$ cat src/rtl/if_fetch.sv
// if_fetch: RV32I fetch stage, one byte per memory request, little-endian assembly.
// Optional direct-mapped instruction cache enabled by defining IF_FETCH_ICACHE_EN.
module if_fetch #(
    parameter logic [31:0] RESET_PC     = 32'h0000_0000,
    parameter int          ICACHE_LINES = 16
) (
    input  logic        clk,
    input  logic        rst,
    input  logic        stall_i,
    input  logic        br_flag_i,
    input  logic [31:0] br_target_i,
    input  logic        mem_busy_i,
    input  logic [7:0]  mem_din_i,
    output logic [31:0] mem_a_o,
    output logic        mem_rd_o,
    output logic [31:0] pc_o,
    output logic [31:0] inst_o,
    output logic        inst_valid_o
);
    // state   | meaning
    // S_FETCH | issuing byte reads and collecting bytes; cnt = bytes requested so far
    // S_HOLD  | assembled instruction presented to decode until it is taken

    localparam logic [31:0] NOP = 32'h0000_0013;

    if ((ICACHE_LINES < 1) || ((ICACHE_LINES & (ICACHE_LINES - 1)) != 0)) begin : g_lines_check
        $error("ICACHE_LINES must be a power of two");
    end

    typedef enum logic {S_FETCH, S_HOLD} state_t;

    state_t          state, state_nxt;
    logic [2:0]      cnt;
    logic            pending;
    logic [31:0]     pc;
    logic [3:0][7:0] bytes;
    logic [31:0]     tgt_aligned;
    logic            req, done, hit;
    logic [31:0]     hit_word;

    logic            rd_nxt, valid_nxt;
    logic [31:0]     a_nxt, inst_nxt, pc_out_nxt;

    assign tgt_aligned = br_target_i & 32'hFFFF_FFFC;
    assign done = (state == S_FETCH) && (cnt == 3'd4) && !pending;
    assign req  = (state == S_FETCH) && (cnt < 3'd4) && !mem_busy_i && !hit;

`ifdef IF_FETCH_ICACHE_EN
    localparam int IDX_W = $clog2(ICACHE_LINES);
    localparam int TAG_W = 30 - IDX_W;

    logic [ICACHE_LINES-1:0] line_valid;
    logic [TAG_W-1:0]        line_tag  [ICACHE_LINES];
    logic [31:0]             line_word [ICACHE_LINES];
    logic [IDX_W-1:0]        idx;
    logic [TAG_W-1:0]        tag;

    assign idx      = pc[IDX_W+1:2];
    assign tag      = pc[31:IDX_W+2];
    assign hit      = (state == S_FETCH) && (cnt == 3'd0) && line_valid[idx] && (line_tag[idx] == tag);
    assign hit_word = line_word[idx];

    always_ff @(posedge clk or negedge rst) begin
        if (!rst)
            line_valid <= '0;
        else if (done && !br_flag_i)
            line_valid[idx] <= 1'b1;
    end

    // Tag/data need no reset: they are only read behind a set valid bit.
    always_ff @(posedge clk) begin
        if (done && !br_flag_i) begin
            line_tag[idx]  <= tag;
            line_word[idx] <= bytes;
        end
    end
`else
    assign hit      = 1'b0;
    assign hit_word = NOP;
`endif

    always_ff @(posedge clk or negedge rst) begin
        if (!rst)
            state <= S_FETCH;
        else
            state <= state_nxt;
    end

    always_comb begin
        state_nxt = state;
        if (br_flag_i)
            state_nxt = S_FETCH;
        else begin
            case (state)
                S_FETCH: if (hit || done) state_nxt = S_HOLD;
                S_HOLD:  if (!stall_i)    state_nxt = S_FETCH;
                default: state_nxt = S_FETCH;
            endcase
        end
    end

    always_comb begin
        rd_nxt     = 1'b0;
        a_nxt      = mem_a_o;
        valid_nxt  = inst_valid_o;
        inst_nxt   = inst_o;
        pc_out_nxt = pc_o;
        if (br_flag_i) begin
            valid_nxt = 1'b0;
            inst_nxt  = NOP;
        end else begin
            case (state)
                S_FETCH: begin
                    if (hit) begin
                        valid_nxt  = 1'b1;
                        inst_nxt   = hit_word;
                        pc_out_nxt = pc;
                    end else if (done) begin
                        valid_nxt  = 1'b1;
                        inst_nxt   = bytes;
                        pc_out_nxt = pc;
                    end else if (req) begin
                        rd_nxt = 1'b1;
                        a_nxt  = pc + {29'd0, cnt};
                    end
                end
                S_HOLD: begin
                    if (!stall_i) begin
                        valid_nxt = 1'b0;
                        inst_nxt  = NOP;
                    end
                end
                default: ;
            endcase
        end
    end

    always_ff @(posedge clk or negedge rst) begin
        if (!rst) begin
            pc           <= RESET_PC;
            cnt          <= 3'd0;
            pending      <= 1'b0;
            bytes        <= '0;
            mem_rd_o     <= 1'b0;
            mem_a_o      <= 32'd0;
            inst_valid_o <= 1'b0;
            inst_o       <= NOP;
            pc_o         <= RESET_PC;
        end else begin
            mem_rd_o     <= rd_nxt;
            mem_a_o      <= a_nxt;
            inst_valid_o <= valid_nxt;
            inst_o       <= inst_nxt;
            pc_o         <= pc_out_nxt;
            if (br_flag_i) begin
                pc      <= tgt_aligned;
                cnt     <= 3'd0;
                pending <= 1'b0;
                bytes   <= '0;
            end else if (state == S_FETCH) begin
                // cnt was already advanced past the byte now returning
                if (pending)
                    bytes[cnt[1:0] - 2'd1] <= mem_din_i;
                pending <= req;
                if (done || hit)
                    cnt <= 3'd0;
                else if (req)
                    cnt <= cnt + 3'd1;
            end else if (!stall_i) begin
                pc  <= pc + 32'd4;
                cnt <= 3'd0;
            end
        end
    end
endmodule

$ cat config.mk
export PLATFORM = sky130hd
export DESIGN_NAME = if_fetch
export DESIGN_NICKNAME = d
export VERILOG_FILES = /design/src/rtl/if_fetch.sv
export SDC_FILE = /design/constraint.sdc
export NUM_CORES = 1
export LEC_CHECK = 0
export CORE_ASPECT_RATIO = 0.5
export CORE_MARGIN = 4
export CORE_UTILIZATION = 38
export DETAILED_ROUTE_END_ITERATION = 16
export HOLD_SLACK_MARGIN = 0.05
export PLACE_DENSITY = 0.62
export SLEW_MARGIN = 25
export SYNTH_ARGS = -nofsm -noshare
export SYNTH_HDL_FRONTEND = slang
export SYNTH_SLANG_ARGS = --single-unit
$ cat constraint.sdc
create_clock -name clk -period 3.1 [get_ports clk]
set_input_delay 0.93 -clock clk [delete_from_list [all_inputs] [get_ports clk]]
set_output_delay 0.93 -clock clk [all_outputs]
set_load 0.05 [all_outputs]
# [After elaboration in Yosys (flattened, before gate mapping)]
# Cells that the tools add are included.
[totals] regBits=167 output_inout_bits=98 word_cells=76 inputBits=45
[classes] n_eq_ne=5 mux=32 n_lt_le_gt_ge=3 addsub=4 n_bitwise=3 reduce_logical=16
[op_table] operator="32-bit two-way mux" count=9
[op_table] operator="32-bit one-hot mux with 2 select lines" count=1
[op_table] operator="32-bit by 3-bit adder with 32-bit output" count=1
[op_table] operator="32-bit by 3-bit adder with 32-bit output (second input constant)" count=1
[op_table] operator="32-bit bitwise mux" count=1
[op_table] operator="8-bit demux with 2-bit select" count=1
[op_table] operator="3-bit two-way mux" count=5
[op_table] operator="1-bit two-way mux" count=12
[op_table] operator="8-bit two-way mux" count=1
[op_table] operator="2-bit AND reduction" count=4
[op_table] operator="3-bit != test (second input constant)" count=2
[op_table] operator="1-bit logical AND" count=5
[op_table] operator="1-bit one-hot mux with 2 select lines" count=2
[op_table] operator="4-bit AND reduction" count=1
[op_table] operator="2-bit nonzero test" count=2
[op_table] operator="4-bit nonzero test" count=1
[op_table] operator="3-bit by 1-bit adder with 3-bit output (second input constant)" count=1
[op_table] operator="3-bit == test (second input constant)" count=1
[op_table] operator="2-bit by 3-bit < comparator with 1-bit output (second input constant)" count=1
[op_table] operator="3-bit < comparator (second input constant)" count=1
[op_table] operator="1-bit inverter" count=3
[op_table] operator="3-bit AND reduction" count=1
[op_table] operator="2-bit by 1-bit greater-or-equal comparator with 1-bit output (second input constant)" count=1
[op_table] operator="1-bit zero test" count=2
[op_table] operator="other kinds (3)" count=3

# [Longest topological paths before layout]
# Gate-level depths: netlist of the first run.
[logic_depth] depth_word=9 mapped_depth=8 mapped_depth_nobuf=6

# [Worst setup path before layout of the first run]
# Ideal clock, no wire load.
[synth_timing] kind="input port to flip-flop" from="input mem_busy_i" to="register mem_a_o[24]" t_required_ps=2962 stages=6 arrival_ps=1955 setup_ps=138 n_path_buf=2 slack_ps=1007 path_cell_list="or3_4 or2_1 buf_2 clkbuf_1 nand2_1 o21ai_0"
[synth_via] elab_chain_cells=3
[synth_rtl] item="start: declaration" line="12" rtl="input logic mem_busy_i,"
[synth_rtl] item="1-bit zero test" line="46" rtl="assign req = (state == S_FETCH) && (cnt < 3'd4) && !mem_busy_i && !hit;"
[synth_rtl] item="1-bit logical AND" line="46"
[synth_rtl] item="4-bit AND reduction (no line)"
[synth_rtl] item="end signal: assignment" line="151" rtl="mem_a_o <= a_nxt;"
[synth_rtl] item="end: declaration" line="14" rtl="output logic [31:0] mem_a_o,"
# Every way passes these cells.
# A chain may end at the register's enable or synchronous reset.

# [Worst setup path after layout of the first run]
[layout_timing] from="register inst_o[0]" to="output inst_o[0]"
[layout_rtl] item="start: declaration" line="17" rtl="output logic [31:0] inst_o,"
[layout_rtl] item="start signal: assignment" line="153" rtl="inst_o <= inst_nxt;"
# No word-level cell between the ends.

==> run metrics, run 1 <==
pin count of the biggest net entering global routing 62; TritonCTS clock tree yes; area of the die 21,800 sq um; Post-CTS Setup Inserts 0; gr ovfl total 0; critical-path maximum fanout 2; crit path capture type primary output; first-pass GRT wire length 31,000 um; grt met3 use 3.57%; final WL 18,900 um; input/output buffers 138; period utilization 87.3%; GP Congestion 0.807; Ys Warns 0; CP startpoint kind flip-flop; Hold Crit Class input pin to async pin; layout cells sized above 1 8.02%; hold_ws 0.434 ns; number of synthesized flops with an enable pin 0; Final Instance Area 9520 sq um; ant diodes 0; Avg Cell Area, Syn 9.87 sq um; vias in the first global route 5,694; mapped cell area 7350 sq um; max incr delay on CP 0.83 ns; R2R Path End pc[25]; initial antenna violation count 0; FF-to-FF setup slack 0.94 ns; Slew headroom 48.2%; FF-to-FF Start pc[7]; worst path required time 2.17 ns; critical path's slowest cell clkdlybuf4s50_1; clock sink total 163; post-synthesis register bit count 163; Final Critical Period 2.71 ns; Max VDD drop 0.374 mV; Area Growth Syn to Fin 29.6%; Initial Utilization 39.3%; Clock Path Buffers 2; nets 912; Leak 4.17 nW; Slew Limit Fails 0; setup TNS 0 ns; DIE WIDTH 205 um; H-tree level count 4; RSZ-0062 raised after global routing false; status finished, final reports clean; clock-pin slew on the worst setup and hold paths 0.07 ns; ANT nets after route 0; Max Cap Viol 0; hold_buf cts 0; # fillers 1,721; row cnt 35; Core Area 18,700 sq um; Worst Tran Pin Value 0.773 ns; Max Fclk 369 MHz; critical path depth 1; Synth async-reset ratio 100%; clk root buf clkbuf_16; drt pass-1 iters 4; R2R depth 5; Setup CP Type flip-flop to primary output; power density cells 589 nW/um^2; DP HPWL 13,200 um; routed vias 5,723; Ports 143; GRT Total Usage 17.9%; Post-CTS Resized 0; main flop type after synthesis dfrtp_1; DR DRC count 0; Clk Latency, worst-skew pair 0.42 ns; DR iter-0 viols 255; GR Util met1 24.9%; layer with the highest usage met2; post-synthesis sequential area ratio 55.6%; CP delay by family, top buffers and inverters; Worst Skew 0.00773 ns; Worst EP arrival 1.78 ns; cells along the critical path clkdlybuf4s50_1; endpoints failing hold 0; Die Height 106 um; Syn Inst Count 744; setup violators final 0; Buf/Inv on CP 1; DR WL/cell 16.7 um; total CTS buffers 17; Via density 5.06; Tot Pwr 5.61 mW; Unique masters post-synth 46; Area after DPL 8910 sq um; met2 usage 28.6%
-- placed cells by master, fill, tap and decap left out, types with 5 or more instances in the layout --
cell type | Yosys | routed
nand2_1 | 202 | 202
dfrtp_1 | 160 | 160
clkdlybuf4s50_1 | 0 | 136
nand3_1 | 43 | 43
o21ai_0 | 42 | 42
xor2_1 | 42 | 42
a22o_1 | 29 | 29
a21oi_1 | 25 | 25
o21ai_1 | 21 | 21
nand4_1 | 18 | 18
clkbuf_16 | 0 | 17
xnor2_1 | 15 | 15
buf_4 | 7 | 15
nor2_1 | 14 | 14
mux2i_1 | 9 | 9
ha_1 | 7 | 7
inv_1 | 6 | 6
nor4_4 | 5 | 5
nor3_1 | 6 | 5
clkinvlp_4 | 0 | 5
-- metal layers --
layer | share of wire, % | up-vias
met5 | 0 | -
li1 | - | 2734
met4 | 0.86 | 0
met2 | 48 | 137
met3 | 4.6 | 14
met1 | 47 | 2838
-- power by group --
part	switching (mW)	internal, mW	leakage [nW]
logic	0.665	0.338	1.73
clock network	0.909	1.27	0.282
registers	0.145	2.28	2.16
total	1.72	3.89	4.17
-- state kept, by name, indices dropped and copies added (netlist names) --
name,count
mem_rd_o,1
pc_o,30
inst_o,32
state,1
pending,1
bytes,32
pc,30
mem_a_o,32
inst_valid_o,1
cnt,3
-- area by class of cell --
cell class | count | area, sq um | area share [%]
Multi-Input combinational cell | 518 | 2970 | 31.2
Clock buffer | 17 | 425 | 4.47
Inverter | 6 | 22.5 | 0.237
Clock inverter | 15 | 181 | 1.91
Timing Repair Buffer | 154 | 1510 | 15.9
Tap cell | 259 | 324 | 3.40
Sequential cell | 163 | 4080 | 42.9
-- per-stage QoR --
step	cells	setup slack, ns	util, %
4_1_cts	1132	0.354	50.9
3_5_place_dp	1100	0.353	47.7
6_report	1132	0.393	50.9
2_1_floorplan	745	1.01	-
3_3_place_gp	1100	0.387	47.7
5_1_grt	1132	0.347	50.9
-- cells in the mapped netlist (2+ instances only) --
cell	instances	area, sq um
inv_1	6	22.5
dfstp_2	3	78.8
buf_6	2	22.5
nor2b_1	2	12.5
nand2_1	202	758
buf_4	7	52.6
a22o_1	29	254
o21ai_1	21	105
buf_1	4	15.0
and4_1	3	26.3
nand3_1	43	215
clkbuf_1	26	97.6
a21oi_1	25	125
buf_2	18	90.1
nor3_1	6	30.0
o21ai_2	2	17.5
nand3b_1	2	15.0
mux2i_1	9	90.1
nand4_1	18	113
ha_1	7	87.6
xor2_1	42	368
and2_1	4	25.0
and2b_1	4	30.0
and3_1	4	25.0
nor4_4	5	106
o22a_1	3	26.3
nor2_1	14	52.6
dfrtp_1	160	4000
xnor2_1	15	131
o21ai_0	42	210
-- worst max path at each step --
stage | startpoint | endpoint | slack (ns)
3_5_place_dp | stall_i | pc[28] | 0.35
4_1_cts | inst_o[4] | inst_o[4] | 0.35
6_report | inst_o[0] | inst_o[0] | 0.39
5_1_grt | inst_o[4] | inst_o[4] | 0.35
3_3_place_gp | stall_i | pc[28] | 0.39
2_1_floorplan | mem_busy_i | mem_a_o[24] | 1.01
-- kinds of logic (layout without fill, tap and decap cells) --
group / count (synthesis) / in the layout / synth area share (%)
compound gates: 124 / 124 / 10.3
xor+xnor: 57 / 57 / 6.80
fa+ha+maj: 7 / 7 / 1.19
buf+inv: 64 / 192 / 4.16
flops: 163 / 163 / 55.6
mux: 9 / 9 / 1.23
other cells: 1 / 2 / 0.0510
simple gates: 319 / 319 / 20.7
Note: power is estimated with default switching activity, not from simulation.
==> run 2, diff against run 1 <==
- CAP_MARGIN: unset -> 20
- CORE_MARGIN: 4 -> unset
==> run metrics, run 2 (same netlist as run 1, synthesis figures left out) <==
status finished, final reports clean; hold_buf cts 0; critical path depth 1; DIE WIDTH 199 um; Die Height 100 um; GRT Total Usage 20.1%; Finished Core Util 51.4%; Max Fclk 368 MHz; H-tree level count 4; Clk Latency, worst-skew pair 0.43 ns; clock sink total 163; DR iter-0 viols 304; Ports 143; Clock Path Buffers 2; Tot Pwr 5.79 mW; RSZ-0062 raised after global routing false; Top Registers bytes: 32 flops, inst_o: 32 flops, mem_a_o: 32 flops; Via density 5.06; Max Cap Viol 0; TritonCTS clock tree yes; Initial Utilization 39.4%; critical path's slowest cell clkdlybuf4s50_1; R2R depth 5; Core Area 18,700 sq um; routed vias 5,732; final WL 18,900 um; worst path required time 2.17 ns; dpl cells 1,101; GP Congestion 0.807; Hold Crit Class flip-flop to flip-flop; drt pass-1 iters 5; setup violators final 0; crit path capture type primary output; DR DRC count 0; Slew Limit Fails 0; WHS Path Cells 2; Worst Skew 0.0114 ns; ANT nets after route 0; Post-CTS Resized 0; Setup CP Type flip-flop to primary output; DP HPWL 13,000 um; endpoints failing hold 0; CP startpoint kind flip-flop; vias in the first global route 5,845; Max VDD drop 0.385 mV; fin cells 1,133; input/output buffers 138; commonest non-fill, non-tap cells in the layout nand2_1, dfrtp_1, clkdlybuf4s50_1; power density cells 604 nW/um^2; period utilization 87.7%; clock-pin slew on the worst setup and hold paths 0.06 ns; most common cell after layout, fill and taps aside nand2_1; Final Instance Area 9580 sq um; total CTS buffers 17; DR WL/cell 16.7 um; Slew headroom 40.1%; # fillers 1,714; row cnt 35; critical-path maximum fanout 2; CP delay by family, top buffers and inverters; first-pass GRT wire length 31,000 um; gr ovfl total 0; Worst EP arrival 1.79 ns; nets 913; clk root buf clkbuf_16; setup TNS 0 ns; area of the die 19,900 sq um; max incr delay on CP 0.85 ns; Setup WS pre-CTS 0.274 ns; layout cells sized above 1 7.89%; pin count of the biggest net entering global routing 95; Buf/Inv on CP 1; Leak 4.21 nW; Setup WS post-layout 0.380 ns; Area Growth Syn to Fin 30.5%; hold_ws 0.472 ns; cells along the critical path clkdlybuf4s50_1; Final Critical Period 2.72 ns; initial antenna violation count 0; Post-CTS Setup Inserts 0; ant diodes 0; Area after DPL 8930 sq um; Worst Tran Pin Value 0.899 ns
-- run 2: changes by cell type in the layout (fill, tap and decap cells not counted), sizes merged --
cell,before,now
clkbuf,17,20
bufinv,3,5
clkinvlp,5,3
inv,9,7
buf,18,19
clkinv,4,3
-- run 2: layout make-up --
| type | count | area [sq um] | share of cell area (%) |
|---|---|---|---|
| timing repair buffer | 155 | 1530 | 16.0 |
| multi-input combinational | 518 | 2970 | 31.0 |
| clock inverter | 12 | 204 | 2.13 |
| sequential | 163 | 4080 | 42.6 |
| tap | 259 | 324 | 3.38 |
| inverter | 6 | 22.5 | 0.235 |
| clock buffer | 20 | 447 | 4.66 |
-- run 2: worst paths after layout --
kind | endpoint | slack [ns] | startpoint
worst max-delay path | inst_o[0] | 0.38 | inst_o[0]
worst min-delay path | pc_o[13] | 0.47 | pc_o[13]
worst max register to register | pc[21] | 0.88 | pc[7]
worst min register to register | pc_o[13] | 0.47 | pc_o[13]
max in group asynchronous | pc_o[15] | 1.78 | rst
min in group asynchronous | inst_o[29] | 0.51 | rst
-- run 2: where the power goes --
| group | switching, mW | leakage [nW] | internal [mW] |
|---|---|---|---|
| sequential | 0.144 | 2.16 | 2.28 |
| combinational | 0.667 | 1.74 | 0.341 |
| clock | 0.900 | 0.307 | 1.46 |
-- run 2: per-layer routing --
layer,up-vias,routed length (um),global-route usage [%]
met5,-,0,0
met4,0,215,6.04
met3,17,765,3.97
met2,129,8910,31.6
met1,2851,9030,28.2
li1,2735,-,-
